$ cat src/rtl/stage0_pre_if.sv
// Pre-IF stage: owns the fetch PC, issues one request at a time on the sram-like
// inst bus and hands {adef, inst, pc} to IF. Optional same-cycle bypass: PREIF_BYPASS_EN.
module stage0_pre_if #(
    parameter logic [31:0] RESET_PC = 32'h1C000000
) (
    input  logic        clk,
    input  logic        reset,
    input  logic        wb_ex,
    input  logic [31:0] ex_entry,
    input  logic        ertn_flush,
    input  logic [31:0] ertn_pc,
    input  logic        br_taken,
    input  logic [31:0] br_target,
    input  logic        fs_allow_in,
    output logic        pfs_to_fs_valid,
    output logic [64:0] pfs_to_fs_bus,
    output logic        inst_sram_req,
    output logic        inst_sram_wr,
    output logic [1:0]  inst_sram_size,
    output logic [3:0]  inst_sram_wstrb,
    output logic [31:0] inst_sram_addr,
    output logic [31:0] inst_sram_wdata,
    input  logic        inst_sram_addr_ok,
    input  logic        inst_sram_data_ok,
    input  logic [31:0] inst_sram_rdata
);

    typedef enum logic [1:0] {S_REQ, S_WAIT, S_HOLD} state_t;

    state_t      state_reg;
    logic [31:0] pc_reg;
    logic [31:0] inst_buf_reg;
    logic        adef_buf_reg;
    logic        cancel_reg;

    logic        redirect;
    logic [31:0] redirect_target;
    logic        pc_misaligned;
    logic        req_fire;
    logic        data_accept;
    logic        bypass_valid;
    logic        bypass_take;
    logic        hold_valid;

    assign redirect = wb_ex | ertn_flush | br_taken;

    always_comb begin
        redirect_target = br_target;
        if (wb_ex)
            redirect_target = ex_entry;
        else if (ertn_flush)
            redirect_target = ertn_pc;
    end

    assign pc_misaligned = |pc_reg[1:0];
    assign data_accept   = (state_reg == S_WAIT) && inst_sram_data_ok && !cancel_reg && !redirect;

`ifdef PREIF_BYPASS_EN
    assign bypass_valid = data_accept;
`else
    assign bypass_valid = 1'b0;
`endif
    assign bypass_take = bypass_valid && fs_allow_in;
    assign hold_valid  = (state_reg == S_HOLD) && !redirect;

    assign pfs_to_fs_valid = !reset && (hold_valid || bypass_valid);
    assign pfs_to_fs_bus   = bypass_valid ? {1'b0, inst_sram_rdata, pc_reg}
                                          : {adef_buf_reg, inst_buf_reg, pc_reg};

    // Misaligned PCs never reach the bus; they turn into an adef entry instead.
    assign inst_sram_req   = !reset && (state_reg == S_REQ) && !pc_misaligned;
    assign inst_sram_wr    = 1'b0;
    assign inst_sram_size  = 2'b10;
    assign inst_sram_wstrb = 4'b0000;
    assign inst_sram_addr  = pc_reg;
    assign inst_sram_wdata = 32'h0;

    assign req_fire = inst_sram_req && inst_sram_addr_ok;

    always_ff @(posedge clk) begin
        if (reset) begin
            state_reg    <= S_REQ;
            pc_reg       <= RESET_PC;
            cancel_reg   <= 1'b0;
            inst_buf_reg <= 32'h0;
            adef_buf_reg <= 1'b0;
        end else begin
            case (state_reg)
                S_REQ: begin
                    if (redirect) begin
                        pc_reg <= redirect_target;
                        // An already-accepted request must still be drained, but its data is dead.
                        if (req_fire) begin
                            state_reg  <= S_WAIT;
                            cancel_reg <= 1'b1;
                        end
                    end else if (pc_misaligned) begin
                        inst_buf_reg <= 32'h0;
                        adef_buf_reg <= 1'b1;
                        state_reg    <= S_HOLD;
                    end else if (req_fire) begin
                        state_reg <= S_WAIT;
                    end
                end
                S_WAIT: begin
                    if (inst_sram_data_ok) begin
                        if (cancel_reg || redirect) begin
                            cancel_reg <= 1'b0;
                            state_reg  <= S_REQ;
                            if (redirect)
                                pc_reg <= redirect_target;
                        end else if (bypass_take) begin
                            pc_reg    <= pc_reg + 32'd4;
                            state_reg <= S_REQ;
                        end else begin
                            inst_buf_reg <= inst_sram_rdata;
                            adef_buf_reg <= 1'b0;
                            state_reg    <= S_HOLD;
                        end
                    end else if (redirect) begin
                        pc_reg     <= redirect_target;
                        cancel_reg <= 1'b1;
                    end
                end
                S_HOLD: begin
                    if (redirect) begin
                        pc_reg    <= redirect_target;
                        state_reg <= S_REQ;
                    end else if (fs_allow_in) begin
                        pc_reg    <= pc_reg + 32'd4;
                        state_reg <= S_REQ;
                    end
                end
                default: state_reg <= S_REQ;
            endcase
        end
    end

endmodule

$ cat config.mk
export PLATFORM = sky130hd
export DESIGN_NAME = stage0_pre_if
export DESIGN_NICKNAME = d
export VERILOG_FILES = /design/src/rtl/stage0_pre_if.sv
export SDC_FILE = /design/constraint.sdc
export NUM_CORES = 1
export LEC_CHECK = 0
export CAP_MARGIN = 10
export CORE_UTILIZATION = 28
export CTS_CLUSTER_SIZE = 20
export DETAILED_ROUTE_END_ITERATION = 10
export GPL_ROUTABILITY_DRIVEN = 1
export GPL_TIMING_DRIVEN = 0
export HOLD_SLACK_MARGIN = 0.02
export PLACE_DENSITY_LB_ADDON = 0.08
export SETUP_SLACK_MARGIN = 0.5
export SYNTH_ARGS = -nofsm -noshare
export SYNTH_HDL_FRONTEND = slang
export SYNTH_SLANG_ARGS = --single-unit
$ cat constraint.sdc
create_clock -name clk -period 5.55 [get_ports clk]
set_input_delay 1.11 -clock clk [delete_from_list [all_inputs] [get_ports clk]]
set_output_delay 1.11 -clock clk [all_outputs]
set_load 0.01 [all_outputs]
==> metrics, run 1 <==
Final setup viols=0; crit end category=output pin; internal power=0.00119 W; sequential share of power=0.340; post-route ant nets=0; CP max stage delay=0.59 ns; critical path class=input port to output pin; first-pass GRT wire length=~26,000 um; Die Wd=around 130 um; Final Util=0.491; crit-path cells=clkdlybuf4s50_1, or3_1, buf_2, or2_1, clkbuf_1, buf_2, buf_6, nor2_1, clkdlybuf4s50_1; Clk network pwr share=0.421; GP Congestion=approximately 0.88; Hold Vio Cnt, Final=0; Main synth FF type=dfxtp_1; CTS tree=done; Hold Slack=0.460 ns; crit path DAT=about 3.7 ns; synthesized area=~4500 sq um; Power Dens Cells=approximately 210 nW/um^2; most frequent cells in the layout=clkdlybuf4s50_1 (233), buf_4 (72), dfxtp_1 (68); routed length per placed instance=16.2 um; core box area=15,400 sq um; Synth Instances=576; unrepaired setup endpoints after global routing=false; Synth Register Bits=68; number of core rows=45; post-synthesis sequential area ratio=0.305; Slew HR=0.371; clock latency on the worst-skew pair=0.34 ns; Final period util=0.866; met3 WL=approximately 1800 um; DRC=0; Worst setup SP type=input port; ys async rst share=0; Die Area=16,400 sq um; Starting Density=0.290; io pins=around 270; met1 wire length=7170 um; Hold Buf Count CTS=0; DR WL met2=8180 um; Layout Skew=between 0.007 and 0.008 ns; WP data required=approximately 4.4 ns; port buffer count=roughly 230; Final min period=4.81 ns; Distinct cells, synth=50; clk buf depth=2; P_leak=2.95 nW; dpl hpwl=13,500 um; Net count, final=994; Detailed Route WL=17,300 um; Hold Path Class=register to register; initial antenna violation count=0; Total GRT Usage=0.206; vias in the first global route=about 5,000; grt ovf=0; most common cell after layout, fill and taps aside=clkdlybuf4s50_1; layout cells sized above 1=0.131; Area Growth Syn to Fin=69.2%; CP Max Fanout=10; Comb pwr share=0.239; Slew @ Worst Pin=about 0.94 ns; fin. max-slew vios=0; VDD IR-drop max=~0.13 mV; DR iter-0 viols=292; H-tree depth=3; # Post-CTS Setup Buffers=0; syn_area_per_cell=7.74 sq um; post-CTS resize count=0; Post-synth EDFFs=0; TritonCTS Sinks=68; CTS root buffer=clkbuf_16; sw power=0.000418 W; top layer in use=met4; slowest CP cell=clkdlybuf4s50_1; number of CTS-inserted buffers=9; status=finished, final reports clean; clock-pin slew on the worst setup and hold paths=roughly 0.060 ns; drt pass-1 iters=5; f_max=0.208 GHz; Yosys warning total=0; Vias/cell=about 4.9; largest net degree at the start of global routing=14; setup TNS=0 ns; ant diodes=0; Die Y=128 um; Max-cap violations=0; Vias=between 5,000 and 6,000; sw frac=0.261
## power groups by stage
stage	clock, W	sequential, W	combinational [W]
2_1_floorplan	0	0.000554	0.000169
3_3_place_gp	0	0.000555	0.000380
3_5_place_dp	0	0.000556	0.000382
4_1_cts	0.000692	0.000545	0.000384
5_1_grt	0.000721	0.000550	0.000413
6_report	0.000676	0.000546	0.000383
## Yosys cell counts, types with 2 or more instances
master | instances | area share
buf_6 | 2 | 0.0051
o31a_1 | 2 | 0.0039
nor2_1 | 62 | 0.052
mux2_2 | 12 | 0.030
o31ai_1 | 6 | 0.010
nor4_1 | 6 | 0.0084
nor2b_1 | 2 | 0.0028
nand4_1 | 11 | 0.015
a22o_1 | 2 | 0.0039
o32ai_1 | 2 | 0.0039
o211ai_1 | 5 | 0.0084
clkbuf_1 | 34 | 0.029
nand2_1 | 48 | 0.040
or3_1 | 6 | 0.0084
nor3_1 | 13 | 0.015
nand3_1 | 16 | 0.018
o21ai_0 | 39 | 0.044
dfxtp_1 | 68 | 0.31
o22ai_1 | 3 | 0.0042
a31oi_1 | 4 | 0.0056
a22oi_1 | 42 | 0.071
conb_1 | 2 | 0.0017
inv_1 | 6 | 0.0051
nor4_2 | 2 | 0.0056
and3_1 | 2 | 0.0028
buf_2 | 6 | 0.0067
buf_4 | 72 | 0.12
nand2b_1 | 6 | 0.0084
a21oi_1 | 31 | 0.035
mux2i_1 | 32 | 0.072
o221ai_1 | 4 | 0.0079
and4_1 | 4 | 0.0079
or4_1 | 4 | 0.0067
a211oi_1 | 4 | 0.0067
## per-layer routing
layer | global-route usage | up-vias
met1 | 0.249 | 2416
li1 | - | 2541
met4 | 0.0498 | 0
met2 | 0.351 | 286
met5 | 0 | -
met3 | 0.0689 | 14
## stage by stage
| step | cell area, sq um | power [W] | setup slack, ns | instances |
|---|---|---|---|---|
| final | 7540 | 0.00160 | 0.743 | 1073 |
| after CTS | 7540 | 0.00162 | 0.756 | 1073 |
| after detailed placement | 7190 | 0.000938 | 0.765 | 1057 |
| after floorplan | 4600 | 0.000722 | 1.88 | 613 |
| after global placement | 7190 | 0.000935 | 0.780 | 1057 |
| after global routing | 7540 | 0.00168 | 0.621 | 1073 |
## logic make-up (layout without fill, tap and decap cells)
| family | Yosys count | in the layout | synth area share |
|---|---|---|---|
| other cells | 2 | 39 | 0.00168 |
| mux | 44 | 44 | 0.102 |
| flops | 68 | 68 | 0.305 |
| buf+inv | 121 | 370 | 0.168 |
| compound gates | 151 | 151 | 0.217 |
| simple gates | 189 | 189 | 0.203 |
| fa+ha+maj | 1 | 1 | 0.00281 |
## critical path: cells and delay by family
family | cells | cell delay [ns]
buf+inv | 6 | 1.80
simple gates | 3 | 0.78
## path summary, 6_finish.rpt
path	start	endpoint	slack, ns	cells after the start
worst max-delay path	wb_ex	pfs_to_fs_valid	0.74	9
worst min-delay path	adef_buf_reg	adef_buf_reg	0.46	2
worst max register to register	inst_sram_addr[7]	inst_sram_addr[23]	2.98	5
worst min register to register	adef_buf_reg	adef_buf_reg	0.46	2
## area by class of cell
| class | instances | area [sq um] |
|---|---|---|
| fill | 1525 | 7830 |
| tap | 211 | 264 |
| timing repair buffer | 233 | 2330 |
| buffer | 115 | 726 |
| sequential | 68 | 1360 |
| multi-input combinational | 424 | 2490 |
| inverter | 6 | 22.5 |
| clock buffer | 9 | 225 |
| clock inverter | 7 | 124 |
Power figures use the tool's default switching activity.
==> inputs of run 2 (changes only) <==
CORE_MARGIN = 2   (was not set)
==> run 2 against run 1 <==
  * Cell count grew 0.47%
  * Routed wire length grew 4.3%
  * Clock power shrank 13%
  * Sequential share of layout area grew 0.099 points
  * Critical path depth is the same
  * Largest cell class unchanged
==> metrics, run 2 (synthesis gave the netlist of run 1 again) <==
GP Congestion=0.898 (+2.1%); dpl hpwl=14,200 um (+5.0%); Slew @ Worst Pin=1.12 ns (+0.181 ns); Die Y=130 um (+1.6%); sw power=0.000424 W (+1.3%); reg-to-reg endpoint=inst_sram_addr[20]; Starting Density=0.284 (-0.00631); sequential share of power=0.359 (+0.019); initial antenna violation count=0 (unchanged); status=finished, final reports clean; first-pass GRT wire length=26,700 um (+1.9%); setup TNS=0 ns (unchanged); io pins=274 (unchanged); most frequent cells in the layout=clkdlybuf4s50_1 (233), buf_4 (72), dfxtp_1 (68); Max-cap violations=0 (unchanged); Reg2Reg Depth=6 (+1); reg2reg setup slack=2.92 ns (-0.06 ns); routed length per placed instance=16.8 um (+3.8%); Final min period=4.88 ns (+0.0716 ns); final total power=0.00152 W (-5.5%); post-CTS resize count=0 (unchanged); Setup crit start=wb_ex; Detailed Route WL=18,100 um (+4.3%); largest net degree at the start of global routing=14 (unchanged); vias in the first global route=5,129 (+2.9%); WP data required=4.44 ns (about the same); HP Start=adef_buf_reg; port buffer count=233 (unchanged); most common cell after layout, fill and taps aside=clkdlybuf4s50_1; Vias/cell=4.86 (-0.75%); Hold Vio Cnt, Final=0 (unchanged); Hold Path Class=register to register; Total GRT Usage=0.205 (-0.00160); grt ovf=0 (unchanged); Power Dens Cells=202 nW/um^2 (-4.9%); f_max=0.205 GHz (-1.5%); core box area=15,700 sq um (+2.2%); internal power=0.00109 W (-7.8%); layout cells sized above 1=0.131 (unchanged); ant diodes=0 (unchanged); post-route ant nets=0 (unchanged); clock-pin slew on the worst setup and hold paths=0.06 ns (about the same); CP Max Fanout=10 (unchanged); reg2reg start=inst_sram_addr[2]; Die Area=17,000 sq um (+3.1%); H-tree depth=3 (unchanged); number of CTS-inserted buffers=9 (unchanged); Comb pwr share=0.253 (+0.014); Slew HR=0.248 (-0.123); P_leak=2.92 nW (-1.2%); Net count, final=994 (unchanged); # Post-CTS Setup Buffers=0 (unchanged); CTS root buffer=clkbuf_16; Layout Skew=0.00638 ns (-0.00121 ns); Final setup viols=0 (unchanged); unrepaired setup endpoints after global routing=false; Clk network pwr share=0.388 (-0.033); CTS tree=done; crit path DAT=3.77 ns (+0.07 ns); TritonCTS Sinks=68 (unchanged); sw frac=0.279 (+0.0185); number of core rows=46 (+2.2%); worst hold path stage count=2 (unchanged); Vias=5,242 (-0.29%); critical path class=input port to output pin; clk buf depth=2 (unchanged); Worst setup SP type=input port; fin. max-slew vios=0 (unchanged); Final period util=0.879 (+0.0129); Area Growth Syn to Fin=68.2%; Hold Buf Count CTS=0 (unchanged); Die Wd=130 um (+1.6%); DR iter-0 viols=271 (-7.2%); DRC=0 (unchanged); hold worst-path end=adef_buf_reg; crit end category=output pin; Layout fillers=1,571 (+3.0%); clock latency on the worst-skew pair=0.35 ns (about the same); drt pass-1 iters=4 (-1); VDD IR-drop max=0.195 mV (+55%)
[run 2: cell type report]
cell class                 count  area [sq um]  area share
clock buffer                   9           225      0.0300
sequential                    68          1360       0.181
timing repair buffer         233          2330       0.311
multi-input combinational    424          2490       0.332
buffer                       115           726      0.0967
inverter                       6          22.5     0.00300
tap                          216           270      0.0360
clock inverter                 7          76.3      0.0102
[run 2: worst max-delay path by stage]
stage                      end  slack, ns
6_report       pfs_to_fs_valid       0.67
3_3_place_gp   pfs_to_fs_valid       0.73
4_1_cts        pfs_to_fs_valid       0.68
5_1_grt        pfs_to_fs_valid       0.57
2_1_floorplan  pfs_to_fs_valid       1.88
3_5_place_dp   pfs_to_fs_valid       0.69
[run 2: worst max-delay path, stage by stage]
cell and delay [ns]:
clkdlybuf4s50_1 0.44, or3_1 0.37, buf_2 0.17, or2_1 0.23, clkbuf_1 0.22, buf_2 0.26
buf_6 0.17, nor2_1 0.18, clkdlybuf4s50_1 0.60
[run 2: per-stage QoR]
stage	setup slack (ns)	area [sq um]	util	instances	hold WS, ns
after global routing	0.573	7500	0.477	1078	0.499
after detailed placement	0.692	7200	0.458	1062	0.472
final	0.671	7500	0.477	1078	0.473
after floorplan	1.88	4600	-	613	0.434
after CTS	0.677	7500	0.477	1078	0.482
after global placement	0.727	7200	0.458	1062	0.447
[run 2: routing by layer]
metal / share of wire / routed length [um] / vias to the layer above / GRT usage
li1: - / - / 2537 / -
met1: 0.40 / 7200 / 2444 / 0.238
met2: 0.49 / 8940 / 236 / 0.362
met3: 0.090 / 1630 / 25 / 0.0574
met4: 0.017 / 316 / 0 / 0.0696
met5: 0 / 0 / - / 0
[run 2: power by group through the flow]
stage	registers [W]	logic [W]	clock network, W
after floorplan	0.000554	0.000169	0
after global placement	0.000554	0.000380	0
after detailed placement	0.000556	0.000384	0
after CTS	0.000545	0.000385	0.000596
after global routing	0.000549	0.000415	0.000620
final	0.000545	0.000384	0.000589
==> inputs of run 3 (changes only) <==
--- a/config.mk
+++ b/config.mk
@@ -8,3 +8,3 @@
 export CAP_MARGIN = 10
-export CORE_MARGIN = 2
+export CORE_MARGIN = 4
 export CORE_UTILIZATION = 28
==> constraint.sdc (replaced) <==
create_clock -name clk -period 5.55 [get_ports clk]
set_input_delay 0.8325 -clock clk [delete_from_list [all_inputs] [get_ports clk]]
set_output_delay 0.8325 -clock clk [all_outputs]
set_load 0.01 [all_outputs]
==> run 3 against run 2 <==
  * Routed wire length grew 2.3%
  * Total power hardly changed
  * Die area increased by 6.2%
  * First-iteration DRC count is 56% higher
  * Register-to-register slack gained 0.05 ns
  * Cell count shrank 0.46%
  * Critical endpoint unchanged
  * Critical path type unchanged
  * Combinational power about the same
==> metrics, run 3 (synthesis gave the netlist of run 1 again) <==
Hold Path Class=register to register; clock-pin slew on the worst setup and hold paths=0.06 ns (about the same); Die Area=18,000 sq um (+6.2%); Detailed Route WL=18,500 um (+2.3%); slowest CP cell=clkdlybuf4s50_1; drt pass-1 iters=5 (+1); most frequent cells in the layout=clkdlybuf4s50_1 (233), buf_4 (72), dfxtp_1 (68); core box area=15,400 sq um (-1.8%); Hold Buf Count CTS=0 (unchanged); post-route ant nets=0 (unchanged); VDD IR-drop max=0.125 mV (-36%); FF+latch area=1360 sq um (unchanged); number of CTS-inserted buffers=9 (unchanged); Area Growth Syn to Fin=68.1%; f_max=0.238 GHz (+16%); worst setup margin=1.35 ns (+0.680 ns); clk buf depth=2 (unchanged); routed length per placed instance=17.2 um (+2.7%); dpl cell area=7190 sq um (about the same); crit end category=output pin; first-pass GRT wire length=28,300 um (+5.9%); CP Max Fanout=10 (unchanged); Slew HR=0.267 (+0.0192); Power Dens Cells=202 nW/um^2 (about the same); vias in the first global route=5,227 (+1.9%); Final setup viols=0 (unchanged); CTS root buffer=clkbuf_16; io pins=274 (unchanged); number of core rows=45 (-2.2%); Total GRT Usage=0.197 (-0.00771); grt ovf=0 (unchanged); P_leak=2.93 nW (+0.26%); clock latency on the worst-skew pair=0.34 ns (about the same); Finished Cell Area=7490 sq um (-0.10%); # Post-CTS Setup Buffers=0 (unchanged); Layout fillers=1,552 (-1.2%); Final Util=0.486 (+0.00834); H-tree depth=3 (unchanged); Vias/cell=4.89 (+0.64%); Starting Density=0.289 (+0.00525); CP max stage delay=0.58 ns (-0.02 ns); crit path DAT=3.37 ns (-0.40 ns); DR iter-0 viols=424 (+56%); Die Wd=134 um (+3.1%); TritonCTS Sinks=68 (unchanged); initial antenna violation count=0 (unchanged); dpl ws=1.35 ns (+0.662 ns); WP data required=4.72 ns (+0.28 ns); Net count, final=994 (unchanged); Slew @ Worst Pin=1.09 ns (-0.0285 ns); dpl hpwl=14,700 um (+3.5%); reg2reg setup slack=2.97 ns (+0.05 ns); Final period util=0.757 (-0.123); ant diodes=0 (unchanged); Die Y=134 um (+3.1%); GP Congestion=0.928 (+3.3%); largest net degree at the start of global routing=14 (unchanged); unrepaired setup endpoints after global routing=false; most common cell after layout, fill and taps aside=clkdlybuf4s50_1; crit-path cells=clkdlybuf4s50_1, or3_1, buf_2, or2_1, clkbuf_1, buf_2, buf_6, nor2_1, clkdlybuf4s50_1; CTS tree=done; post-CTS resize count=0 (unchanged); Final min period=4.20 ns (-0.680 ns); Worst setup SP type=input port; layout cells sized above 1=0.131 (unchanged); multi-input gate area in the final layout=2490 sq um (unchanged); Max-cap violations=0 (unchanged); setup TNS=0 ns (unchanged); Layout Skew=0.00769 ns (+0.00131 ns); Vias=5,251 (+0.17%); fin. max-slew vios=0 (unchanged); Hold Vio Cnt, Final=0 (unchanged); DRC=0 (unchanged); status=finished, final reports clean; port buffer count=233 (unchanged); critical path class=input port to output pin
==> run 3: changes by cell type in the layout (fill, tap and decap cells not counted) <==
cell        change
clkinvlp_4      -2
clkinv_2        +1
clkinv_4        +1
==> run 3: power breakdown <==
part	internal [W]	total [W]	switching, W
clock network	0.000349	0.000586	0.000237
logic	0.000235	0.000385	0.000150
registers	0.000510	0.000546	0.0000364
total	0.00109	0.00152	0.000423
==> run 3: stage by stage <==
stage          hold slack (ns)  cells  power (W)
2_1_floorplan            0.434    613   0.000722
3_3_place_gp             0.450   1057   0.000936
3_5_place_dp             0.451   1057   0.000941
4_1_cts                  0.466   1073    0.00153
5_1_grt                  0.487   1073    0.00159
6_report                 0.460   1073    0.00152
==> run 3: worst paths after layout <==
| kind | startpoint | to | cells after the start |
|---|---|---|---|
| min | adef_buf_reg | adef_buf_reg | 2 |
| max | wb_ex | pfs_to_fs_valid | 9 |
| min reg2reg | adef_buf_reg | adef_buf_reg | 2 |
| max reg2reg | inst_sram_addr[2] | inst_sram_addr[20] | 6 |
==> run 3: layout make-up <==
| type | count | share of cell area |
|---|---|---|
| Buffer | 115 | 0.0968 |
| Clock buffer | 9 | 0.0301 |
| Clock inverter | 7 | 0.0100 |
| Inverter | 6 | 0.00301 |
| Multi-Input combinational cell | 424 | 0.332 |
| Sequential cell | 68 | 0.182 |
| Tap cell | 211 | 0.0352 |
| Timing Repair Buffer | 233 | 0.311 |
==> run 3: routing by layer <==
layer / vias up / wire length (um) / track usage
li1: 2546 / - / -
met1: 2418 / 7730 / 0.239
met2: 265 / 8700 / 0.337
met3: 22 / 1860 / 0.0611
met4: 0 / 210 / 0.0532
met5: - / 0 / 0
==> run 3: worst max-delay path: cells and delay by family <==
kind / cells / cell delay [ns]
AND/OR/NAND/NOR: 3 / 0.77
buffers and inverters: 6 / 1.75
